$ cat src/rtl/fsm_seq_ctrl.sv
// fsm_seq_ctrl
//   x/y-steered sequence controller. Walks S7 -> {S10 -> S5 -> {S6 -> S1 | S1 | S9} | S9},
//   dwells HOLD enabled cycles in the terminal states S1/S9, then returns to S7 with a
//   one-cycle done pulse. Code 6 is illegal and leads to a sticky ERR state that only
//   clr or reset can leave.
//
//   state | meaning
//   ------+---------------------------------------------
//   S7    | idle, waits for y=1 (code 0)
//   S10   | first step of the x=0 branch (code 5)
//   S5    | branch point steered by x/y (code 2)
//   S6    | pass-through into S1 (code 3)
//   S1    | terminal, dwell HOLD cycles (code 1)
//   S9    | terminal, dwell HOLD cycles (code 4)
//   ERR   | sticky error after an illegal code (code 7)
//
// Ports
//   clk   in   rising-edge clock
//   rst   in   asynchronous active-low reset
//   en    in   advance enable; 0 holds state, counter and z
//   clr   in   synchronous return to S7, wins over en
//   x, y  in   steering inputs
//   z     out  registered per-state output code (ZW bits)
//   state out  current state encoding
//   err   out  high while in ERR
//   done  out  one-cycle pulse after a dwell-expiry exit
module fsm_seq_ctrl #(
   parameter int ZW    = 3,
   parameter int Z_S7  = 0,
   parameter int Z_S1  = 5,
   parameter int Z_S5  = 1,
   parameter int Z_S6  = 2,
   parameter int Z_S9  = 1,
   parameter int Z_S10 = 0,
   parameter int Z_ERR = 7,
   parameter int HOLD  = 4
) (
   input  logic          clk,
   input  logic          rst,
   input  logic          en,
   input  logic          clr,
   input  logic          x,
   input  logic          y,
   output logic [ZW-1:0] z,
   output logic [2:0]    state,
   output logic          err,
   output logic          done
);

   localparam int CW = (HOLD > 0) ? $clog2(HOLD + 1) : 1;
   localparam logic [CW-1:0] CNT_LAST = (HOLD > 0) ? CW'(HOLD - 1) : '0;

   typedef enum logic [2:0] {
      S7    = 3'd0,
      S1    = 3'd1,
      S5    = 3'd2,
      S6    = 3'd3,
      S9    = 3'd4,
      S10   = 3'd5,
      S_ILL = 3'd6,
      ERR   = 3'd7
   } state_e;

   // Plain vector register so an illegal code can physically exist and be decoded.
   logic [2:0]    state_q;
   state_e        state_d;
   state_e        cur;
   state_e        nxt;
   logic [CW-1:0] cnt_q, cnt_d;
   logic [ZW-1:0] z_q, z_d;
   logic          done_q, done_d;
   logic          expire;
   logic          in_term;

   function automatic logic [ZW-1:0] z_code(input state_e s);
      case (s)
         S7:      z_code = ZW'(Z_S7);
         S1:      z_code = ZW'(Z_S1);
         S5:      z_code = ZW'(Z_S5);
         S6:      z_code = ZW'(Z_S6);
         S9:      z_code = ZW'(Z_S9);
         S10:     z_code = ZW'(Z_S10);
         default: z_code = ZW'(Z_ERR);
      endcase
   endfunction

   always_comb begin
      cur    = state_e'(state_q);
      nxt    = cur;
      expire = 1'b0;
      case (cur)
         S7:  if (y) nxt = x ? S9 : S10;
         S10: nxt = S5;
         S5: begin
            if (y)      nxt = S1;
            else if (x) nxt = S9;
            else        nxt = S6;
         end
         S6:  nxt = S1;
         S1, S9: begin
            if (HOLD != 0 && cnt_q == CNT_LAST) begin
               nxt    = S7;
               expire = 1'b1;
            end
         end
         ERR:     nxt = ERR;
         default: nxt = ERR;
      endcase

      in_term = (cur == S1) || (cur == S9);

      state_d = cur;
      cnt_d   = cnt_q;
      z_d     = z_q;
      done_d  = 1'b0;
      if (clr) begin
         state_d = S7;
         cnt_d   = '0;
         z_d     = z_code(S7);
      end else if (en) begin
         state_d = nxt;
         // z follows the next state so it lines up with the state register.
         z_d     = z_code(nxt);
         done_d  = expire;
         // Count only while remaining in a terminal state; any entry starts from zero.
         if (in_term && nxt == cur && HOLD != 0) cnt_d = cnt_q + 1'b1;
         else                                    cnt_d = '0;
      end
   end

   always_ff @(posedge clk or negedge rst) begin
      if (!rst) begin
         state_q <= S7;
         cnt_q   <= '0;
         z_q     <= ZW'(Z_S7);
         done_q  <= 1'b0;
      end else begin
         state_q <= state_d;
         cnt_q   <= cnt_d;
         z_q     <= z_d;
         done_q  <= done_d;
      end
   end

   assign z     = z_q;
   assign state = state_q;
   assign err   = (state_q == ERR);
   assign done  = done_q;

endmodule

$ cat config.mk
export PLATFORM = sky130hd
export DESIGN_NAME = fsm_seq_ctrl
export DESIGN_NICKNAME = d
export VERILOG_FILES = /design/src/rtl/fsm_seq_ctrl.sv
export SDC_FILE = /design/constraint.sdc
export NUM_CORES = 1
export LEC_CHECK = 0
export ABC_AREA = 1
export CAP_MARGIN = 15
export CORE_AREA = 2 2 39 41
export CTS_CLUSTER_SIZE = 10
export DETAILED_ROUTE_END_ITERATION = 6
export DIE_AREA = 0 0 41 43
export PLACE_DENSITY = 0.82
export REMOVE_ABC_BUFFERS = 1
export SLEW_MARGIN = 30
export SYNTH_ARGS = -nofsm -noshare
export SYNTH_HDL_FRONTEND = slang
export SYNTH_SLANG_ARGS = --single-unit
$ cat constraint.sdc
create_clock -name clk -period 3.6 [get_ports clk]
set_input_delay 0.9 -clock clk [delete_from_list [all_inputs] [get_ports clk]]
set_output_delay 0.9 -clock clk [all_outputs]
set_load 0.005 [all_outputs]
== Word level (Yosys, flattened, before mapping) ==
Cells that the tools add are included.

* Flip-flop bits (word level): 10
* Input bits: 6
* Output and inout port bits: 8
* Logic and storage cells: 44

* Add/sub/neg operators: 1
* Equality and inequality tests: 13
* Muxes and demuxes: 18
* Reductions and logical operators: 8

{| class="wikitable"
|+ Operators by type and width
! kind !! count
|-
| 3-bit 2-to-1 mux || 11
|-
| 3-bit by 2-bit equality test with 1-bit output (second input constant) || 5
|-
| 3-bit equality test (second input constant) || 5
|-
| 3-bit one-hot mux with 5 select lines || 1
|-
| 3-bit one-hot mux with 4 select lines || 1
|-
| 3-bit by 1-bit equality test with 1-bit output (second input constant) || 2
|-
| 3-bit logical NOT || 2
|-
| 2-bit OR reduction || 3
|-
| 1-bit 2-to-1 mux || 5
|-
| 3-bit by 1-bit adder with 3-bit output (second input constant) || 1
|-
| 3-bit equality test || 1
|-
| 2-bit nonzero test || 1
|-
| 1-bit logical AND || 1
|-
| 1-bit logical OR || 1
|}

== Depth between registers and ports, before layout ==
Gate-level depths: netlist of run 1.

* Depth in word-level cells: 8
* Mapped depth: 11
* Gate-level depth less buffers: 11

== Worst setup path after synthesis of run 1 ==
No wires, ideal clock.

* Path type: input-to-reg
* Start: input clr
* End: register z_q[1] (netlist: z[1])
* Setup time: 120 ps
* Data arrival time: 1604 ps
* Required time: 3480 ps
* Setup slack: 1876 ps
* Cell stages on the path: 6
* Path buffers: 0
* Cells stage by stage: nor2_1 -> nor2_2 -> inv_1 -> nor2_1 -> o21ai_1 -> nand2_1

* Longest elaborated chain between the ends: 1
* Elaborated cells on any way between the ends: 2

{| class="wikitable"
|+ RTL lines
! element !! RTL line !! RTL
|-
| start, declared || 41 || <nowiki>input logic clr,</nowiki>
|-
| 3-bit 2-to-1 mux / 2-bit nonzero test (equally long branches) || n/a ||
|-
| end signal, assigned || 135 || <nowiki>z_q <= ZW'(Z_S7);</nowiki>
|-
| end signal, assigned || 140 || <nowiki>z_q <= z_d;</nowiki>
|-
| end, declared || 70 || <nowiki>logic [ZW-1:0] z_q, z_d;</nowiki>
|}

Parallel ways exist; a longest one is shown, timed or not.
A chain may end at the register's enable or synchronous reset.

== Final worst setup path of run 1 ==
* Start: register state_q[0] (netlist: state[0])
* End: output err

* Longest elaborated chain between the ends: 1

{| class="wikitable"
|+ RTL lines
! element !! RTL line !! RTL
|-
| start, declared || 65 || <nowiki>logic [2:0] state_q;</nowiki>
|-
| start signal, assigned || 138 || <nowiki>state_q <= state_d;</nowiki>
|-
| 3-bit equality test || 147 || <nowiki>assign err = (state_q == ERR);</nowiki>
|-
| end, declared || 46 || <nowiki>output logic err,</nowiki>
|}

No other way between the ends.

==> impl_metrics.toml, run 1 <==
[detailed_routing]
drc = 0
dr.pass1.iters = 4
via_per_inst = 5.36
vias = 697
antenna_left = 0
drt-total-wl_um = 1400
post_drt_wl_per_cell_um = 10.8
drt_iter0_drc = 15

[sta]
slew_headroom = 0.638
post-route-min-period_ns = 2.62
tightest_slew_ns = 0.541
final_max_slew_viol_count = 0
setup_viol = 0
hold_ws_ns = 0.487
fin_crit_sh = 0.727
setup-tns-final_ns = 0
rsz0062_at_grt = "no"
fin_worst_skew_ns = 0.00142
final-hold-violation-count = 0
fmax_mhz = 382

[outcome]
status = "finished clean"

[floorplan]
die_area_um2 = 1760
ios = 14
core_region_area_um2 = 1380
die_height_um = 43
placementRows = 14
start_util = 0.484
die_w_um = 41

[run]
cap_violations = 0

[placed_design]
placed_area_um2 = 812
dpl.hpwl_um = 1100
numPortBuffers = 13
gp_congestion = 0.894
dp.cells = 126

[power_and_ir_drop]
fin_total_pwr_mw = 0.405
p_per_area_nw_per_um2 = 477
vdd_drop_max_uv = 301
p_leak_nw = 0.438

[synthesis]
yosysTopAreaCell = "dfrtp_1"
ys_warn_count = 0
ys_seq_elements = 10
synthArstFlopShare = 1.00
synth_flop_cell = "dfrtp_1"
avgSynthCellArea_um2 = 6.83
synth_fa_ha_area_frac = 0.0374
synth.area.top_cells = "dfrtp_1 37%, nand2_1 16%, nand3_1 6.7%"
synth-simple-area-share = 0.421
synth_top_family_by_area = "simple AND/OR/NAND/NOR gates"
synth_edf_count = 0
synth.area.mux_share = 0
ys_seq_area_frac = 0.374
netlist_area_um2 = 669
synth_most_common_cell = "nand2_1"
synth-compound-area-share = 0.0841
synth_xor_area_frac = 0
synth_cell_type_count = 19
syn_inst = 98
synthTopCellsByCount = "29 x nand2_1, 12 x nor2_1, 11 x inv_1, 10 x dfrtp_1, 9 x nand3_1"
yosys.area.top_type_share = 0.374

[clock_network]
ctsHoldBuffers = 0
post_cts_resized = 0
clk_path_buf_depth = 2
insertion_delay_ns = 0.27
cts_tree = "done"
cts_root_buffer = "clkbuf_4"
cts_setup_buffers = 0
cts.sinks = 10
numCtsBuffers = 3
cts_htree_levels = 1
cts.clk_slew.worst_paths_ns = 0.07

[final_layout]
n_antenna_cell = 0
fin_nets = 123
layout-drive-gt1-share = 0.0877
syn2layout_area_growth_pct = 26.7
instances_no_fill = 130
stdcell_area_um2 = 848

[grt]
grt_use_total = 0.191
antenna_found_initial = 0
grt_pass1_vias = 599
grt_first_pass_wirelength_um = 2300
grt_overflow = 0
grt_max_degree = 13

[critical_path]
crit_path_end_kind = "primary output"
crit_slowest_cell = "dfrtp_1"
required_ns = 2.70
startpoint_type = "register"
crit_path_max_incr_delay_ns = 0.55
cp.arrival_ns = 1.72
cp_max_fo = 12
cp_cell_sequence = "inv_1, nor3_1, clkdlybuf4s50_1"
crit_type = "reg2out"

[hold_path]
hold_class = "reg2reg"
-- layout make-up --
class,instances,area (um^2)
Inverter,13,48.8
Sequential cell,10,250
Fill cell,130,536
Clock buffer,4,36.3
Tap cell,16,20.0
Timing Repair Buffer,13,130
Multi-Input combinational cell,74,363
-- path summary, 6_finish.rpt --
check                            to      from  slack (ns)  cells after the start
max reg2reg                    z[2]  cnt_q[0]        2.08                     10
min                            z[2]      z[2]        0.49                      2
max in group asynchronous  state[0]       rst        2.35                      1
min reg2reg                    z[2]      z[2]        0.49                      2
min in group asynchronous  cnt_q[2]       rst        0.94                      1
max                             err  state[0]        0.98                      3
-- through the flow --
step	setup slack, ns	util
global placement	1.23	0.587
floorplan	1.86	-
global route	0.883	0.613
finish	0.983	0.613
CTS	0.975	0.613
detailed placement	1.20	0.587
-- where the power goes --
part	switching, mW	leakage (nW)	internal (mW)	total, mW
clock	0.0412	0.0210	0.0615	0.103
sequential	0.0209	0.136	0.128	0.149
combinational	0.0864	0.281	0.0665	0.153
total	0.148	0.438	0.256	0.405
-- worst max-delay path: cells and delay by family, from the launching register on --
kind | cells | cell delay [ns]
flops | 1 | 0.55
simple gates | 1 | 0.22
buf+inv | 2 | 0.68
-- logic make-up (layout without fill, tap and decap cells) --
group                    count (synthesis)  count (layout)
AO/OA/AOI/OAI                           10              10
adder cells (fa/ha/maj)                  2               2
buffers and inverters                   14              30
flip-flops                              10              10
AND/OR/NAND/NOR                         62              62
-- routing by layer --
metal | GRT usage | up-vias | wire (um)
li1 | - | 354 | -
met1 | 0.245 | 318 | 655
met2 | 0.303 | 22 | 658
met3 | 0.0262 | 3 | 63
met4 | 0.0867 | 0 | 23
met5 | 0 | - | 0
-- state kept, by name (all words and copies together) (netlist names) --
register / flops
cnt_q: 3
state: 3
z: 3
done: 1
-- cells in the final DEF (no fill, tap or decap) --
master / instances
nand2_1: 29
nor2_1: 12
o21a_1: 1
o21ai_1: 2
nor2_2: 2
nand4_1: 6
inv_2: 2
o22ai_1: 1
nand3_1: 9
o21ai_0: 5
clkdlybuf4s50_1: 13
dfrtp_1: 10
o211ai_1: 1
ha_1: 2
nor3_1: 1
inv_1: 11
clkbuf_4: 3
and3_1: 1
nand3_2: 1
nor2_4: 1
clkbuf_8: 1
(Power assumes the default switching activity.)
==> run 2, diff against run 1 <==
Settings changed: CORE_AREA 2 2 39 41 to default, CORE_UTILIZATION from default to 48, DIE_AREA 0 0 41 43 to default, PLACE_DENSITY 0.82 to 0.79.
Clock period 3.6 ns to 2.7 ns, I/O delays scaled along.
==> run 2 against run 1 <==
  * Wire length up 21%
  * Non-clock buffer count up 1
  * First-iteration DRC count up 93%
==> impl_metrics.toml, run 2 (synthesis gave the netlist of run 1 again) <==
[placed_design]
dp.cells = 126
gp_congestion = 0.860
dpl.hpwl_um = 1200
placed_area_um2 = 818
place_ws_ns = 0.547
numPortBuffers = 13

[clock_network]
numCtsBuffers = 3
cts_htree_levels = 1
cts_setup_buffers = 0
clk_path_buf_depth = 2
insertion_delay_ns = 0.28
cts_tree = "done"
cts.clk_slew.worst_paths_ns = 0.06
ctsHoldBuffers = 0
post_cts_resized = 0
cts_root_buffer = "clkbuf_4"
cts.sinks = 10

[detailed_routing]
drc = 0
antenna_left = 0
drt_iter0_drc = 29
dr.pass1.iters = 4
drt-total-wl_um = 1700
wl_met1_um = 731
vias = 728
topRoutingLayerUsed = "met4"
post_drt_wl_per_cell_um = 13.1
via_per_inst = 5.60
route.met2.wl_um = 827
route.met3.wl_um = 108

[hold_path]
hold_class = "reg2reg"

[power_and_ir_drop]
p_leak_nw = 0.443
p_per_area_nw_per_um2 = 660
fin_total_pwr_mw = 0.564
vdd_drop_max_uv = 386

[critical_path]
required_ns = 2.03
startpoint_type = "register"
crit_slowest_cell = "clkdlybuf4s50_1"
cp.arrival_ns = 1.61
crit_path_max_incr_delay_ns = 0.52
cp_cell_sequence = "inv_2, nor3_1, clkdlybuf4s50_1"
crit_path_end_kind = "primary output"
cp_max_fo = 10
crit_type = "reg2out"

[final_layout]
final_cell_mix = "29 x nand2_1, 13 x clkdlybuf4s50_1, 12 x nor2_1"
stdcell_area_um2 = 855
syn2layout_area_growth_pct = 27.7
n_antenna_cell = 0
instances_no_fill = 130
layout_commonest_cell = "nand2_1"
fin_nets = 124
layout-drive-gt1-share = 0.0957

[floorplan]
die_height_um = 39.3
ios = 14
die_area_um2 = 1550
core_region_area_um2 = 1300
die_w_um = 39.3
start_util = 0.514
placementRows = 13

[grt]
grt_first_pass_wirelength_um = 2690
grt_max_degree = 12
grt_overflow = 0
antenna_found_initial = 0
grt_pass1_vias = 631
grt_use_total = 0.258

[sta]
rsz0062_at_grt = "no"
tightest_slew_ns = 0.538
final-hold-violation-count = 0
slew_headroom = 0.640
post-route-min-period_ns = 2.29
fmax_mhz = 438
final_max_slew_viol_count = 0
setup_viol = 0
fin_worst_skew_ns = 0.00381
fin_ws_ns = 0.414
fin_crit_sh = 0.847
setup-tns-final_ns = 0

[outcome]
status = "finished clean"

[run]
cap_violations = 0
==> run 2: per-layer routing <==
| layer | vias up | global-route usage |
|---|---|---|
| li1 | 355 | - |
| met5 | - | 0 |
| met3 | 5 | 0.0455 |
| met2 | 31 | 0.408 |
| met4 | 0 | 0.138 |
| met1 | 337 | 0.331 |
==> run 2: metrics by stage <==
step / hold slack [ns] / utilization
CTS: 0.490 / 0.657
global route: 0.515 / 0.657
floorplan: 0.379 / -
finish: 0.496 / 0.657
detailed placement: 0.473 / 0.629
global placement: 0.472 / 0.629
==> run 2: final timing paths <==
check                      startpoint       end  slack, ns  cells after the start
min in group asynchronous         rst      z[0]       0.72                      1
max in group asynchronous         rst  state[1]       1.66                      1
hold reg to reg              cnt_q[2]  cnt_q[2]       0.50                      2
setup reg to reg             cnt_q[0]      z[0]       1.07                     10
setup / recovery             state[2]       err       0.41                      3
hold / removal               cnt_q[2]  cnt_q[2]       0.50                      2
==> run 2: critical path: cells and delay by family, from the launching register on <==
kind	cells	cell delay, ns
buffers and inverters	2	0.67
AND/OR/NAND/NOR	1	0.20
flip-flops	1	0.47
==> run 2: layout make-up <==
| type | instances | area (um^2) |
|---|---|---|
| Fill cell | 117 | 447 |
| Multi-Input combinational cell | 74 | 363 |
| Sequential cell | 10 | 250 |
| Timing Repair Buffer | 14 | 138 |
| Inverter | 13 | 48.8 |
| Clock buffer | 4 | 36.3 |
| Tap cell | 15 | 18.8 |
==> run 2: power breakdown <==
part	total (mW)	internal (mW)	switching [mW]
sequential	0.192	0.171	0.0208
combinational	0.234	0.0935	0.141
clock	0.138	0.0821	0.0558
==> run 3, diff against run 2 <==
Settings changed: CORE_UTILIZATION 48 to 43, PLACE_DENSITY 0.79 to 0.75.
Clock period 2.7 ns to 2 ns, I/O delays scaled along.
==> run 3 against run 2 <==
  * Die area increased by 11%
  * Wire length is 7.6% lower
  * Register-to-register slack worse by 0.60 ns
  * Critical endpoint unchanged
  * Combinational power is 39% higher
  * Via count is 2.2% higher
  * Clock skew grew 0.0047 ns
  * Non-clock buffer count up 4
  * Sequential share of layout area shrank 0.34 points
  * Largest power group unchanged
  * First-iteration DRC count is 28% higher
==> impl_metrics.toml, run 3 (synthesis gave the netlist of run 1 again) <==
[final_layout]
stdcell_area_um2 = 873
fin_nets = 128
layout-drive-gt1-share = 0.136
syn2layout_area_growth_pct = 30.5
n_antenna_cell = 0
final_cell_mix = "29 x nand2_1, 13 x clkdlybuf4s50_1, 12 x nor2_1"
nFillCells = 132
multi_input_area_um2 = 363
seq_area_um2 = 253
layout_commonest_cell = "nand2_1"

[detailed_routing]
post_drt_wl_per_cell_um = 11.8
drt-total-wl_um = 1570
drt_iter0_drc = 37
via_per_inst = 5.59
vias = 744
dr.pass1.iters = 4
antenna_left = 0
drc = 0

[outcome]
status = "finished clean"

[clock_network]
insertion_delay_ns = 0.27
clk_path_buf_depth = 2
cts_tree = "done"
numCtsBuffers = 3
cts.sinks = 10
cts_htree_levels = 1
cts_root_buffer = "clkbuf_4"
cts.clk_slew.worst_paths_ns = 0.07
ctsHoldBuffers = 0

[floorplan]
placementRows = 13
ios = 14
die_w_um = 41.5
start_util = 0.490
die_height_um = 41.5
die_area_um2 = 1720
core_region_area_um2 = 1370

[sta]
tightest_slew_ns = 0.457
setup-tns-final_ns = 0
fin_worst_skew_ns = 0.00855
fmax_mhz = 511
fin_crit_sh = 0.979
post-route-min-period_ns = 1.96
setup_viol = 0
slew_headroom = 0.695
final-hold-violation-count = 0
final_max_slew_viol_count = 0

[hold_path]
holdPathStages = 2
holdPathEnd = "cnt_q[2]"
hold_class = "reg2reg"
hold_start = "cnt_q[2]"

[placed_design]
dpl.hpwl_um = 1100
placed_area_um2 = 833
numPortBuffers = 13
gp_congestion = 0.878

[power_and_ir_drop]
intPower_mw = 0.439
p_sw_mw = 0.277
swShare = 0.387
pwr-share-seq = 0.349
p_leak_nw = 0.454
p_per_area_nw_per_um2 = 820
pwr-share-clk = 0.195
vdd_drop_max_uv = 452
share_comb_of_total_power = 0.455

[critical_path]
crit_slowest_cell = "clkdlybuf4s50_1"
critical_path.top_delay_family = "buffers and inverters"
r2r_start = "cnt_q[0]"
cp.arrival_ns = 1.46
crit_type = "reg2out"
crit_path_max_incr_delay_ns = 0.53
ff2ff_setup_slack_ns = 0.47
required_ns = 1.50
crit_path_end_kind = "primary output"
cp_max_fo = 10
worst_r2r_path_depth = 10
critical_path_buf_inv_count = 2
timing.rr.end = "z[2]"
startpoint_type = "register"
cp_cell_sequence = "inv_2, nor3_1, clkdlybuf4s50_1"

[grt]
grt_first_pass_wirelength_um = 2680
grt_pass1_vias = 607
grt_max_degree = 12
antenna_found_initial = 0
grt_use_total = 0.201
grt_overflow = 0

[run]
cap_violations = 0
-- run 3: cell count changes in the layout (fill, tap and decap cells not counted), sizes merged --
| cell | delta |
|---|---|
| buf | +4 |
| clkbuf | -1 |
-- run 3: metal layers --
metal / track usage / part of all wire / wire (um) / up-vias
met4: 0.0968 / 0.015 / 23 / 0
li1: - / - / - / 367
met3: 0.0391 / 0.080 / 126 / 4
met5: 0 / 0 / 0 / -
met2: 0.309 / 0.45 / 715 / 35
met1: 0.269 / 0.45 / 709 / 338
-- run 3: cell type report --
cell class,instances,share of cell area
clock buffers,3,0.0258
inverters,13,0.0559
multi-input cells,74,0.415
flip-flops and latches,10,0.289
well taps,15,0.0215
repair buffers,18,0.192
-- run 3: worst min-delay path: stages (launching register included) --
cell	delay, ns
dfrtp_1	0.35
nand2_1	0.05
nand2_1	0.05
-- run 3: how the worst max path moves through the flow --
stage	cells past startpoint	endpoint	start	slack (ns)
final	3	err	state[2]	0.04
after global routing	3	err	state[2]	-0.03
after CTS	3	err	state[1]	0.05
after detailed placement	9	z[2]	y	0.15
after global placement	3	err	state[2]	0.19
after floorplan	10	z[2]	cnt_q[0]	0.61
-- run 3: power by group through the flow --
stage               clock, mW  combinational [mW]  sequential, mW
CTS                     0.143               0.319           0.253
global route            0.154               0.370           0.254
detailed placement          0               0.302           0.260
finish                  0.140               0.326           0.250
floorplan                   0               0.177           0.268
global placement            0               0.298           0.260
-- run 3: timing repair --
action	4_1_cts	5_1_grt
resized for setup	2	0
endpoints found under the setup margin	1	1
buffers inserted	1	1
pin swaps	0	0
hold endpoints to repair	0	0
-- run 3: stage by stage --
step,hold WS [ns],utilization,setup WS (ns),instances,power (mW)
floorplan,0.204,-,0.606,97,0.445
global route,0.503,0.639,-0.0328,133,0.778
global placement,0.463,0.610,0.187,128,0.558
detailed placement,0.464,0.610,0.148,128,0.562
CTS,0.492,0.634,0.0487,132,0.714
finish,0.488,0.639,0.0419,133,0.716
==> RTL change 1 (config.mk and constraints of run 3) <==
Change the parameter `HOLD` from 4 to 2. Comments in the files are not updated.
--- a/src/rtl/fsm_seq_ctrl.sv
+++ b/src/rtl/fsm_seq_ctrl.sv
@@ -33,7 +33,7 @@
    parameter int Z_S9  = 1,
    parameter int Z_S10 = 0,
    parameter int Z_ERR = 7,
-   parameter int HOLD  = 4
+   parameter int HOLD  = 2
 ) (
    input  logic          clk,
    input  logic          rst,
Formal check against the unedited RTL: not equivalent (Yosys sat finds a counterexample within 4 cycles, from zero or initial values and one cycle with rst low).
==> RTL change 1 against run 3 <==
Register-to-register slack better by 0.09 ns. Setup slack better by 0.083 ns. Power down 6.0%. Cell area down 8.6%. Synthesized area down 11%. Hold slack about the same. First-iteration DRC count down 59%. Routed wire length down 12%. Sequential cell count down 1.
==> RTL change 1: results (changes against run 3) <==
Status = complete, no violations
CTS Root Cell = clkbuf_4
CTS HTree Levels = 1 (unchanged)
Setup Buffers After CTS = 0 (-1)
Top cell type's share of synthesized area = 37.7% (+0.27 points)
Type of the tightest min-delay check = flop to flop
Register clock-pin slew on the reported worst setup and hold paths = 0.05 ns (-0.02 ns)
Yosys cell types = 18 (-1)
Vias = 630 (-15%)
CTS buffer count = 3 (unchanged)
Sequential area share after synthesis = 37.7% (+0.27 points)
Layout cell share with drive strength beyond 1 = 12.6% (-0.95 points)
Slowest cell delay on critical path = 0.50 ns (-0.03 ns)
Routed WL = 1380 um (-12%)
Async S/R FF share, synth = 100% (unchanged)
Post-DP HPWL = 1150 um (+4.8%)
Largest net degree at the start of global routing = 10 (-2)
Number of I/O port buffers = 13 (unchanged)
Vias in the first global route = 548 (-9.7%)
Critical path startpoint = state[2]
Nets@finish = 119 (-7.0%)
Synth cell count leaders = nand2_1 (27), inv_1 (13), nor2_1 (13)
Final non-filler cell total = 126 (-5.3%)
VDD IR max = 631 uV (+39%)
Worst-path maximum fanout = 8 (-2)
Leak = 0.418 nW (-7.8%)
Iter 0 DRT Violations = 15 (-59%)
Reg2Reg Depth = 8 (-2)
Clock skew = 0.00645 ns (-0.00210 ns)
CP endpoint = err
Reg2reg start = state[0]
Top post-synthesis cells by area = dfrtp_1 (38%), nand2_1 (17%), nand3_1 (8.4%)
Delay-heaviest family, CP = buffers and inverters
Antenna fix cells = 0 (unchanged)
Initial antenna violation count = 0 (unchanged)
Gpl congestion = 0.814 (-7.4%)
Resized Gates After CTS = 0 (-2)
Ys Warns = 0 (unchanged)
Slew @ Worst Pin = 0.379 ns (-0.0776 ns)
GRT Overall Usage = 21.6% (+1.5 points)
Final worst-path cycle share = 93.8% (-4.1 points)
First-pass GRT wire length = 2220 um (-17%)
R2r setup slk = 0.56 ns (+0.09 ns)
Filler cells = 135 (+2.3%)
Syn Area/Cell = 6.57 sq um (-3.8%)
R2R Path End = cnt_q[1]
Slowest cell on crit path = clkdlybuf4s50_1
## RTL change 1: tightest hold or removal path: stages (launching register included)
cell and delay [ns]:
dfrtp_1 0.34, nand2_1 0.05, nand2_1 0.06
## RTL change 1: area by class of cell
cell class	instances	area share (%)
Timing Repair Buffer	16	19.1
Tap cell	15	2.35
Inverter	14	6.58
Multi-Input combinational cell	68	40.1
Sequential cell	9	28.5
Clock buffer	4	3.29
## RTL change 1: per-stage QoR
step	worst slack [ns]	instance area [sq um]	power, mW	utilization (%)	hold WS [ns]
after CTS	0.0399	796	0.673	61.2	0.497
after floorplan	0.660	598	0.422	-	0.204
after global placement	0.151	769	0.534	59.1	0.463
after detailed placement	0.0801	769	0.539	59.1	0.473
final	0.124	798	0.673	61.3	0.489
after global routing	0.0478	798	0.723	61.3	0.515
## RTL change 1: layer usage
metal,share of wire (%),vias to the layer above,track usage (%)
met5,0,-,0
met4,2.2,0,10.3
met3,5.5,4,3.98
met2,47,20,37.5
met1,45,275,25.4
li1,-,331,-
## RTL change 1: report_power, final
group	internal [mW]	switching, mW	total (mW)
logic	0.134	0.171	0.305
registers	0.211	0.0241	0.235
clock network	0.0765	0.0571	0.134
total	0.421	0.252	0.673
## RTL change 1: worst min-delay path by stage
stage	from	to	slack [ns]	cells past startpoint
floorplan	rst	cnt_q[0]	0.20	0
global placement	cnt_q[1]	cnt_q[1]	0.46	2
detailed placement	z[2]	z[2]	0.47	2
CTS	z[2]	z[2]	0.50	2
global route	z[2]	z[2]	0.51	2
finish	cnt_q[1]	cnt_q[1]	0.49	2
## RTL change 1: cell families (layout without fill, tap and decap cells)
family                   after synthesis  after routing  share of synthesized area [%]
buffers and inverters                 14             34                           8.79
AND/OR/NAND/NOR                       59             59                           44.6
AO/OA/AOI/OAI                          8              8                           6.90
flip-flops                             9              9                           37.7
adder cells (fa/ha/maj)                1              1                           2.09
==> RTL change 2 (settings of run 3) <==
Without the edit above. Register the output `err`, with the module's reset; this adds one clock of latency there. The other outputs are not delayed to match.
--- a/src/rtl/fsm_seq_ctrl.sv
+++ b/src/rtl/fsm_seq_ctrl.sv
@@ -144,7 +144,13 @@
 
    assign z     = z_q;
    assign state = state_q;
-   assign err   = (state_q == ERR);
+   always_ff @(posedge clk or negedge rst) begin
+      if (!rst) begin
+         err <= '0;
+      end else begin
+         err <= (state_q == ERR);
+      end
+   end
    assign done  = done_q;
 
 endmodule
Behaviour: no difference found for any inputs over 10 cycles, from zero or initial values and one cycle with rst low; that may be too few to reach the edited logic, so the function may still have changed.
==> RTL change 2 against run 3 <==
Routed wire length down 10%. Global-route usage fell by 0.82 points. Utilization fell by 6.4 points. Cell area shrank 2.0%. Setup slack better by 0.083 ns. Largest cell class unchanged. Die area increased by 2.0%. Synthesized area rose by 2.1%. Synthesized cell count down 4.1%. Highest routed layer unchanged. Sequential cell count increased by 1.
Power is not compared: it rests on default switching activity, and its combinational part moved more than twofold at a synthesized area within 25%.
==> RTL change 2: results (changes against run 3) <==
Nonclk inv count = 15 (+2)
First-pass GRT wire length = 2480 um (-7.5%)
Top post-synthesis cells by area = dfrtp_1 (40%), nand2_1 (14%), inv_1 (8.2%)
Sequential area share after synthesis = 40.3% (+2.9 points)
GR Util met2 = 29.7% (-1.3 points)
Grt met3 use = 7.83% (+3.9 points)
Gpl congestion = 0.835 (-4.9%)
#MultiIn Comb = 67 (-9.5%)
Post-DP HPWL = 1090 um (-1.5%)
Synthesized instance count = 94 (-4.1%)
Max Freq = 533 MHz (+4.4%)
Routed WL = 1410 um (-10%)
Slowest cell delay on critical path = 0.57 ns (+0.04 ns)
CP endpoint = state[2]
Final non-filler cell total = 127 (-4.5%)
Buffering overhead = 16.1% (-3.1 points)
Non-clk bufs = 14 (-4)
Tap cells = 16 (+1)
Yosys reg bits = 11 (+1)
Clock network area share = 3.07% (+0.49 points)
Dpl cells = 123 (-3.9%)
Pre-CTS setup slack = 0.161 ns (+0.0131 ns)
Worst slew margin = 66.3% (-3.1 points)
Clkbuf count = 4 (+1)
Clock skew = 0.00498 ns (-0.00357 ns)
Multi-input logic portion of the cell area = 39.8% (-1.8 points)
Worst-path maximum fanout = 9 (-1)
Global Route met1 Usage = 23.9% (-3.1 points)
Layout cell share with drive strength beyond 1 = 10.8% (-2.7 points)
Resized Gates After CTS = 0 (-2)
Placed cell areas = 830 sq um (-0.45%)
Status = complete, no violations
Synth Area in Adders = 3.66% (-0.075 points)
Hold Crit Endpoint = cnt_q[1]
Via density = 5.03 (-10%)
Area growth, synth to finish = 25.3%
Synth cell count leaders = nand2_1 (25), inv_1 (15), dfrtp_1 (11), nand3_1 (11), nor2_1 (10)
Filler cells = 137 (+3.8%)
GRT Overall Usage = 19.3% (-0.82 points)
Iter 0 DRT Violations = 16 (-57%)
R2r setup slk = 0.42 ns (-0.05 ns)
Worst hold margin = 0.491 ns (+0.00263 ns)
Yosys cell types = 17 (-2)
Register Area = 275 sq um (+8.9%)
-- RTL change 2: cell types whose count changed after synthesis, moves of 2 or more --
cell	run 3	this run
inv_2	2	0
nand3_1	9	11
nand2_1	29	25
nand2_2	0	4
o21ai_1	2	0
inv_1	11	15
nor2_1	12	10
nand4_1	6	3
-- RTL change 2: cell families after synthesis --
logic type | Yosys count
flip-flops | 11
AO/OA/AOI/OAI | 8
AND/OR/NAND/NOR | 57
adder cells (fa/ha/maj) | 2
buffers and inverters | 16
-- RTL change 2: power groups by stage --
stage / combinational (mW) / sequential (mW) / clock (mW)
6_report: 0.148 / 0.248 / 0.152
4_1_cts: 0.149 / 0.247 / 0.160
5_1_grt: 0.165 / 0.249 / 0.175
3_5_place_dp: 0.148 / 0.251 / 0
3_3_place_gp: 0.146 / 0.251 / 0
2_1_floorplan: 0.0959 / 0.249 / 0
-- RTL change 2: metal layers --
layer | vias up | routed length, um
li1 | 333 | -
met1 | 286 | 662
met4 | 0 | 25
met5 | - | 0
met3 | 4 | 88
met2 | 16 | 630
